--- config.mk ---
export PLATFORM = sky130hd
export DESIGN_NAME = nn_infer_sequencer
export DESIGN_NICKNAME = d
export VERILOG_FILES = /design/src/rtl/nn_infer_sequencer.sv
export SDC_FILE = /design/constraint.sdc
export NUM_CORES = 2
export LEC_CHECK = 0
export ABC_AREA = 0
export BUFFER_PORTS_ARGS = -buffer_cell sky130_fd_sc_hd__buf_4
export CAP_MARGIN = 10
export CORE_MARGIN = 4
export CORE_UTILIZATION = 45
export CTS_CLUSTER_DIAMETER = 80
export CTS_CLUSTER_SIZE = 12
export DETAILED_ROUTE_END_ITERATION = 10
export HOLD_SLACK_MARGIN = 0.08
export PLACE_DENSITY = 0.61
export SKIP_CTS_REPAIR_TIMING = 1
export SLEW_MARGIN = 10
export SYNTH_ARGS = -nofsm -noshare
export SYNTH_HDL_FRONTEND = slang
export SYNTH_SLANG_ARGS = --single-unit
--- constraint.sdc ---
create_clock -name Clk -period 9.15 [get_ports Clk]
set_clock_uncertainty 0.05 [all_clocks]
set_input_delay 0.4575 -clock Clk [delete_from_list [all_inputs] [get_ports Clk]]
set_output_delay 0.4575 -clock Clk [all_outputs]
set_load 0.01 [all_outputs]
--- src/rtl/nn_infer_sequencer.sv ---
// Sequencer for a two-layer fully connected MNIST network (ReLU hidden layer,
// linear output layer) built around one multiply-accumulate unit, plus argmax.
module nn_infer_sequencer #(
    parameter int N_IN  = 784,
    parameter int N_HID = 32,
    parameter int N_OUT = 10,
    parameter int W_AW  = 15
) (
    input  logic                   Clk,
    input  logic                   Reset_n,
    input  logic                   start,
    output logic                   busy,
    output logic                   done,
    output logic [9:0]             px_addr,
    input  logic signed [15:0]     px_data,
    output logic [W_AW-1:0]        w_addr,
    input  logic signed [15:0]     w_data,
    output logic signed [15:0]     Probability [N_OUT-1:0],
    output logic [3:0]             digit
);
    localparam int IW = $clog2(((N_IN > N_HID) ? N_IN : N_HID) + 2);
    localparam int NW = $clog2(((N_HID > N_OUT) ? N_HID : N_OUT) + 1);
    localparam int HW = (N_HID > 1) ? $clog2(N_HID) : 1;
    localparam int OW = (N_OUT > 1) ? $clog2(N_OUT) : 1;

    typedef enum logic [2:0] {
        S_IDLE, S_L1_MAC, S_L1_WB, S_L2_MAC, S_L2_WB, S_ARGMAX, S_DONE
    } state_t;

    state_t                 state_q;
    logic                   busy_q;
    logic                   done_q;
    logic [9:0]             px_addr_q;
    logic [W_AW-1:0]        w_addr_q;
    logic [3:0]             digit_q;
    logic [3:0]             best_idx_q;
    logic [IW-1:0]          idx_q;
    logic [NW-1:0]          n_q;
    logic signed [39:0]     acc_q;
    logic signed [15:0]     hid_rd_q;
    logic signed [15:0]     best_q;
    logic signed [15:0]     hid_q  [N_HID];
    logic signed [15:0]     prob_q [N_OUT-1:0];

    logic signed [15:0]     x_d;
    logic signed [31:0]     prod_d;
    logic signed [39:0]     final_d;
    logic signed [15:0]     res_d;
    logic signed [15:0]     cand_d;
    logic                   take_d;

    function automatic logic signed [15:0] sat16(input logic signed [39:0] v);
        if (v > 40'sd32767)  return 16'sh7FFF;
        if (v < -40'sd32768) return 16'sh8000;
        return v[15:0];
    endfunction

    function automatic logic signed [15:0] relu(input logic signed [15:0] v);
        return v[15] ? 16'sd0 : v;
    endfunction

    // The product uses the previous cycle's ROM word; the bias term is w_data * 1.0.
    always_comb begin
        x_d     = (state_q == S_L1_MAC) ? px_data : hid_rd_q;
        prod_d  = 32'(w_data) * 32'(x_d);
        final_d = acc_q + (40'(w_data) <<< 8);
        res_d   = sat16(final_d >>> 8);
        cand_d  = prob_q[idx_q[OW-1:0]];
        take_d  = (idx_q == '0) || (cand_d > best_q);
    end

    always_ff @(posedge Clk) begin
        if (!Reset_n) begin
            state_q    <= S_IDLE;
            busy_q     <= 1'b0;
            done_q     <= 1'b0;
            px_addr_q  <= '0;
            w_addr_q   <= '0;
            digit_q    <= '0;
            best_idx_q <= '0;
            best_q     <= '0;
            idx_q      <= '0;
            n_q        <= '0;
            acc_q      <= '0;
            hid_rd_q   <= '0;
            hid_q      <= '{default: '0};
            prob_q     <= '{default: '0};
        end else begin
            case (state_q)
                S_IDLE: begin
                    if (start) begin
                        state_q   <= S_L1_MAC;
                        busy_q    <= 1'b1;
                        idx_q     <= '0;
                        n_q       <= '0;
                        acc_q     <= '0;
                        w_addr_q  <= '0;
                        px_addr_q <= '0;
                    end
                end
                S_L1_MAC: begin
                    if (idx_q != '0) acc_q <= acc_q + 40'(prod_d);
                    w_addr_q <= w_addr_q + 1'b1;
                    if (idx_q == IW'(N_IN)) begin
                        state_q   <= S_L1_WB;
                        px_addr_q <= '0;
                    end else begin
                        idx_q     <= idx_q + 1'b1;
                        px_addr_q <= (idx_q + 1'b1 < IW'(N_IN)) ? 10'(idx_q + 1'b1) : '0;
                    end
                end
                S_L1_WB: begin
                    hid_q[n_q[HW-1:0]] <= relu(res_d);
                    acc_q <= '0;
                    idx_q <= '0;
                    if (n_q == NW'(N_HID - 1)) begin
                        state_q <= S_L2_MAC;
                        n_q     <= '0;
                    end else begin
                        state_q <= S_L1_MAC;
                        n_q     <= n_q + 1'b1;
                    end
                end
                // Hidden values go through hid_rd_q so they line up with the ROM latency.
                S_L2_MAC: begin
                    if (idx_q != '0) acc_q <= acc_q + 40'(prod_d);
                    hid_rd_q <= (idx_q < IW'(N_HID)) ? hid_q[idx_q[HW-1:0]] : 16'sd0;
                    w_addr_q <= w_addr_q + 1'b1;
                    if (idx_q == IW'(N_HID)) state_q <= S_L2_WB;
                    else                     idx_q   <= idx_q + 1'b1;
                end
                S_L2_WB: begin
                    prob_q[n_q[OW-1:0]] <= res_d;
                    acc_q <= '0;
                    idx_q <= '0;
                    if (n_q == NW'(N_OUT - 1)) begin
                        state_q  <= S_ARGMAX;
                        w_addr_q <= '0;
                    end else begin
                        state_q <= S_L2_MAC;
                        n_q     <= n_q + 1'b1;
                    end
                end
                S_ARGMAX: begin
                    if (take_d) begin
                        best_q     <= cand_d;
                        best_idx_q <= 4'(idx_q);
                    end
                    if (idx_q == IW'(N_OUT - 1)) begin
                        digit_q <= take_d ? 4'(idx_q) : best_idx_q;
                        done_q  <= 1'b1;
                        state_q <= S_DONE;
                    end else begin
                        idx_q <= idx_q + 1'b1;
                    end
                end
                S_DONE: begin
                    done_q  <= 1'b0;
                    busy_q  <= 1'b0;
                    idx_q   <= '0;
                    state_q <= S_IDLE;
                end
                default: state_q <= S_IDLE;
            endcase
        end
    end

    assign busy        = busy_q;
    assign done        = done_q;
    assign px_addr     = px_addr_q;
    assign w_addr      = w_addr_q;
    assign digit       = digit_q;
    assign Probability = prob_q;
endmodule

==> impl_metrics.ini <==
[outcome]
outcome = finished clean

[sta]
hold_violations = 0
fin_tns_setup_ns = 0
worst_slew_pin_slew_ns = 1.330
finalMaxSlewViolations = 0
relSlewSlack_pct = 10.89
setup_viol = 0
period_needed_ns = 8.038
fmax_ghz = 0.1244
period_share_pct = 87.84
rsz0062_at_grt = no

[setup_path]
critPathKind = reg2reg
critPathMaxFanout = 16
crit_arrival_ns = 8.49
endpoint_kind = flip-flop
start_kind = flip-flop
crit_required_ns = 9.60

[cells_and_area]
fin_nets = 5704
finish.instance_area_um2 = 51990
regArea_um2 = 15320
synthToLayoutAreaGrowth_pct = 10.00
multi_input_area_um2 = 28750
drive_gt1_share_pct = 15.09
nFillCells = 9811

[grt]
grt_pass1_wl_mm = 227.2
grt_overflow = 0
grt_start_max_net_pins = 138
grtUsageTotal_pct = 25.95
grt_pass1_vias = 37600
grt_antenna_before_repair = 2

[clock_tree]
root_buffer = clkbuf_16
cts_buffer_depth = 3
cts_sinks = 765
clock_latency_ns = 0.65
h-tree-depth = 3
cts_buffers = 75
cts.clk_slew.worst_paths_ns = 0.07
cts_tree = built

[detailed_routing]
wl_per_cell_um = 22.13
viasPerCell = 5.753
drc = 0
ant_nets = 0
drt_iter0_drc = 3013
wl_mm = 145.2
drt-pass1-iter-count = 7
vias = 37760

[yosys]
yosys_most_used_dff = dfxtp_1
seq_area_frac_synth_pct = 32.40
ys_warn_count = 0
avgSynthCellArea_um2 = 9.201
synth_edf_count = 0
yosys.area.top_type_share_pct = 32.40
synth.most_common_cell = nand2_1
synth_top_cell_by_area = dfxtp_1
synthXorXnorAreaFrac_pct = 1.596
synth-seq-cells = 765
synthTopCellsByArea = dfxtp_1 32%, fa_1 14%, mux4_2 7.5%
async_reset_ff_share_pct = 0
syn_inst = 5137
synth-simple-area-share_pct = 13.65
synth_top_family_by_area = adder cells
syn-num-nets = 5673
synth_cell_types = 85
netlist_area_um2 = 47260
synth-compound-area-share_pct = 17.52
synth_commonest_cells = 927 x nand2_1, 765 x dfxtp_1, 523 x o21ai_0
synth_fa_ha_area_share_pct = 18.52
muxShareOfSynthArea_pct = 9.276

[floorplanning]
initial_core_util_pct = 45.47
core.rowCount = 118
die_width_um = 332.1
fp.coreArea_um2 = 103900
dieArea_um2 = 110300
pin_count = 226
die_height_um = 332.1

[power]
power.density_nw_per_um2 = 198.5
peakVddDrop_mv = 0.1241
p_leak_nw = 20.69

[placement]
dpl_cell_area_um2 = 49880
gp_congestion = 0.8679
portBuffers = 225
hpwl_mm = 102.1

[run]
cap_violations = 0

[worst_hold_path]
hp-class = in2reg
## worst max-delay path, stage by stage (launching register included)
cell      delay [ns]
dfxtp_1         0.31
nand2b_1        0.15
nor2_1          0.09
buf_4           0.29
mux2_2          0.51
nand2_1         0.19
inv_1           0.08
fa_1            0.64
fa_1            0.59
inv_1           0.17
fa_1            0.53
inv_1           0.05
fa_1            0.51
fa_1            0.49
inv_1           0.05
fa_1            0.48
inv_1           0.05
ha_1            0.36
and3_1          0.24
nand3_1         0.11
or2_2           0.32
nor3_1          0.18
a211oi_1        0.15
o31ai_1         0.53
a41oi_1         0.28
o21ai_0         0.26
xnor2_1         0.14
o21ai_0         0.08
## layout by cell type, fill, tap and decap left out, types with 15 or more instances in the layout
cell type	count
mux2_2	36
nand4_1	26
and2_1	80
buf_4	309
a221oi_1	65
nor3_1	35
o21a_1	15
o21ai_0	523
a21o_1	28
nor2b_1	56
xor2_1	31
xnor2_1	39
o21ai_1	40
clkbuf_16	78
fa_1	331
a22oi_1	29
inv_1	454
a221oi_2	110
and3_1	15
mux4_2	158
nor2_1	229
dfxtp_1	762
nand3_1	26
mux2i_1	42
nand2_1	927
a211oi_1	34
a21oi_1	302
o21ai_2	15
ha_1	170
## path summary, 6_finish.rpt
check                                from                       to  slack, ns  cells past startpoint
setup / recovery  state_q[2]$_SDFFE_PN0P_   acc_q[37]$_SDFFE_PN0P_       1.11                     27
hold / removal                      start  state_q[0]$_SDFFE_PN0P_       0.27                      5
setup reg to reg  state_q[2]$_SDFFE_PN0P_   acc_q[37]$_SDFFE_PN0P_       1.11                     27
hold reg to reg    hid_q[92]$_SDFFE_PN0P_   hid_q[92]$_SDFFE_PN0P_       0.40                      2
## cell families after synthesis
| group | after synthesis |
|---|---|
| and+or+nand+nor | 1481 |
| xor gates and xnor gates | 84 |
| AOI/OAI and AO/OA | 1257 |
| buffers and inverters | 813 |
| muxes | 236 |
| DFF | 765 |
| adders and majority gates | 501 |
## power breakdown
| group | internal [W] | switching [W] |
|---|---|---|
| Sequential | 0.00335 | 0.0000302 |
| Clock | 0.00157 | 0.00132 |
| Combinational | 0.00153 | 0.00251 |
## flip-flops by register name, summed over array words and instances, names as in the netlist
register	cells
done	1
best_idx_q	4
px_addr	10
acc_q	40
hid_q	480
digit	4
idx_q	10
state_q	3
best_q	16
n_q	6
w_addr	15
Probability	160
busy	1
hid_rd_q	15
## layer usage
layer  vias to the layer above  global-route usage, %  wire length [um]
li1                      17520                      -                 -
met1                     18700                  35.72             63630
met2                      1325                  42.33             67510
met3                       214                  4.948             10930
met4                         0                  6.364              3149
met5                         -                      0                 0
## area by class of cell
type	count	area share, %
sequential	765	29.47
timing repair buffer	311	4.539
antenna	1	0.004813
clock inverter	7	0.2070
tap	1380	3.321
multi-input combinational	3559	55.29
clock buffer	84	3.855
inverter	456	3.307
## stage by stage
step / util (%) / power, W / instances / hold WS [ns] / setup WS (ns)
CTS: 50.02 / 0.01036 / 6562 / 0.2514 / 1.123
global placement: 47.98 / 0.007445 / 6471 / 0.3786 / 1.206
detailed placement: 47.99 / 0.007435 / 6471 / 0.3870 / 1.124
floorplan: - / 0.006446 / 5137 / 0.3698 / 1.277
finish: 50.02 / 0.01032 / 6563 / 0.2740 / 1.112
global route: 50.02 / 0.01100 / 6562 / 0.3038 / 0.3756
Power figures use the tool's default switching activity.
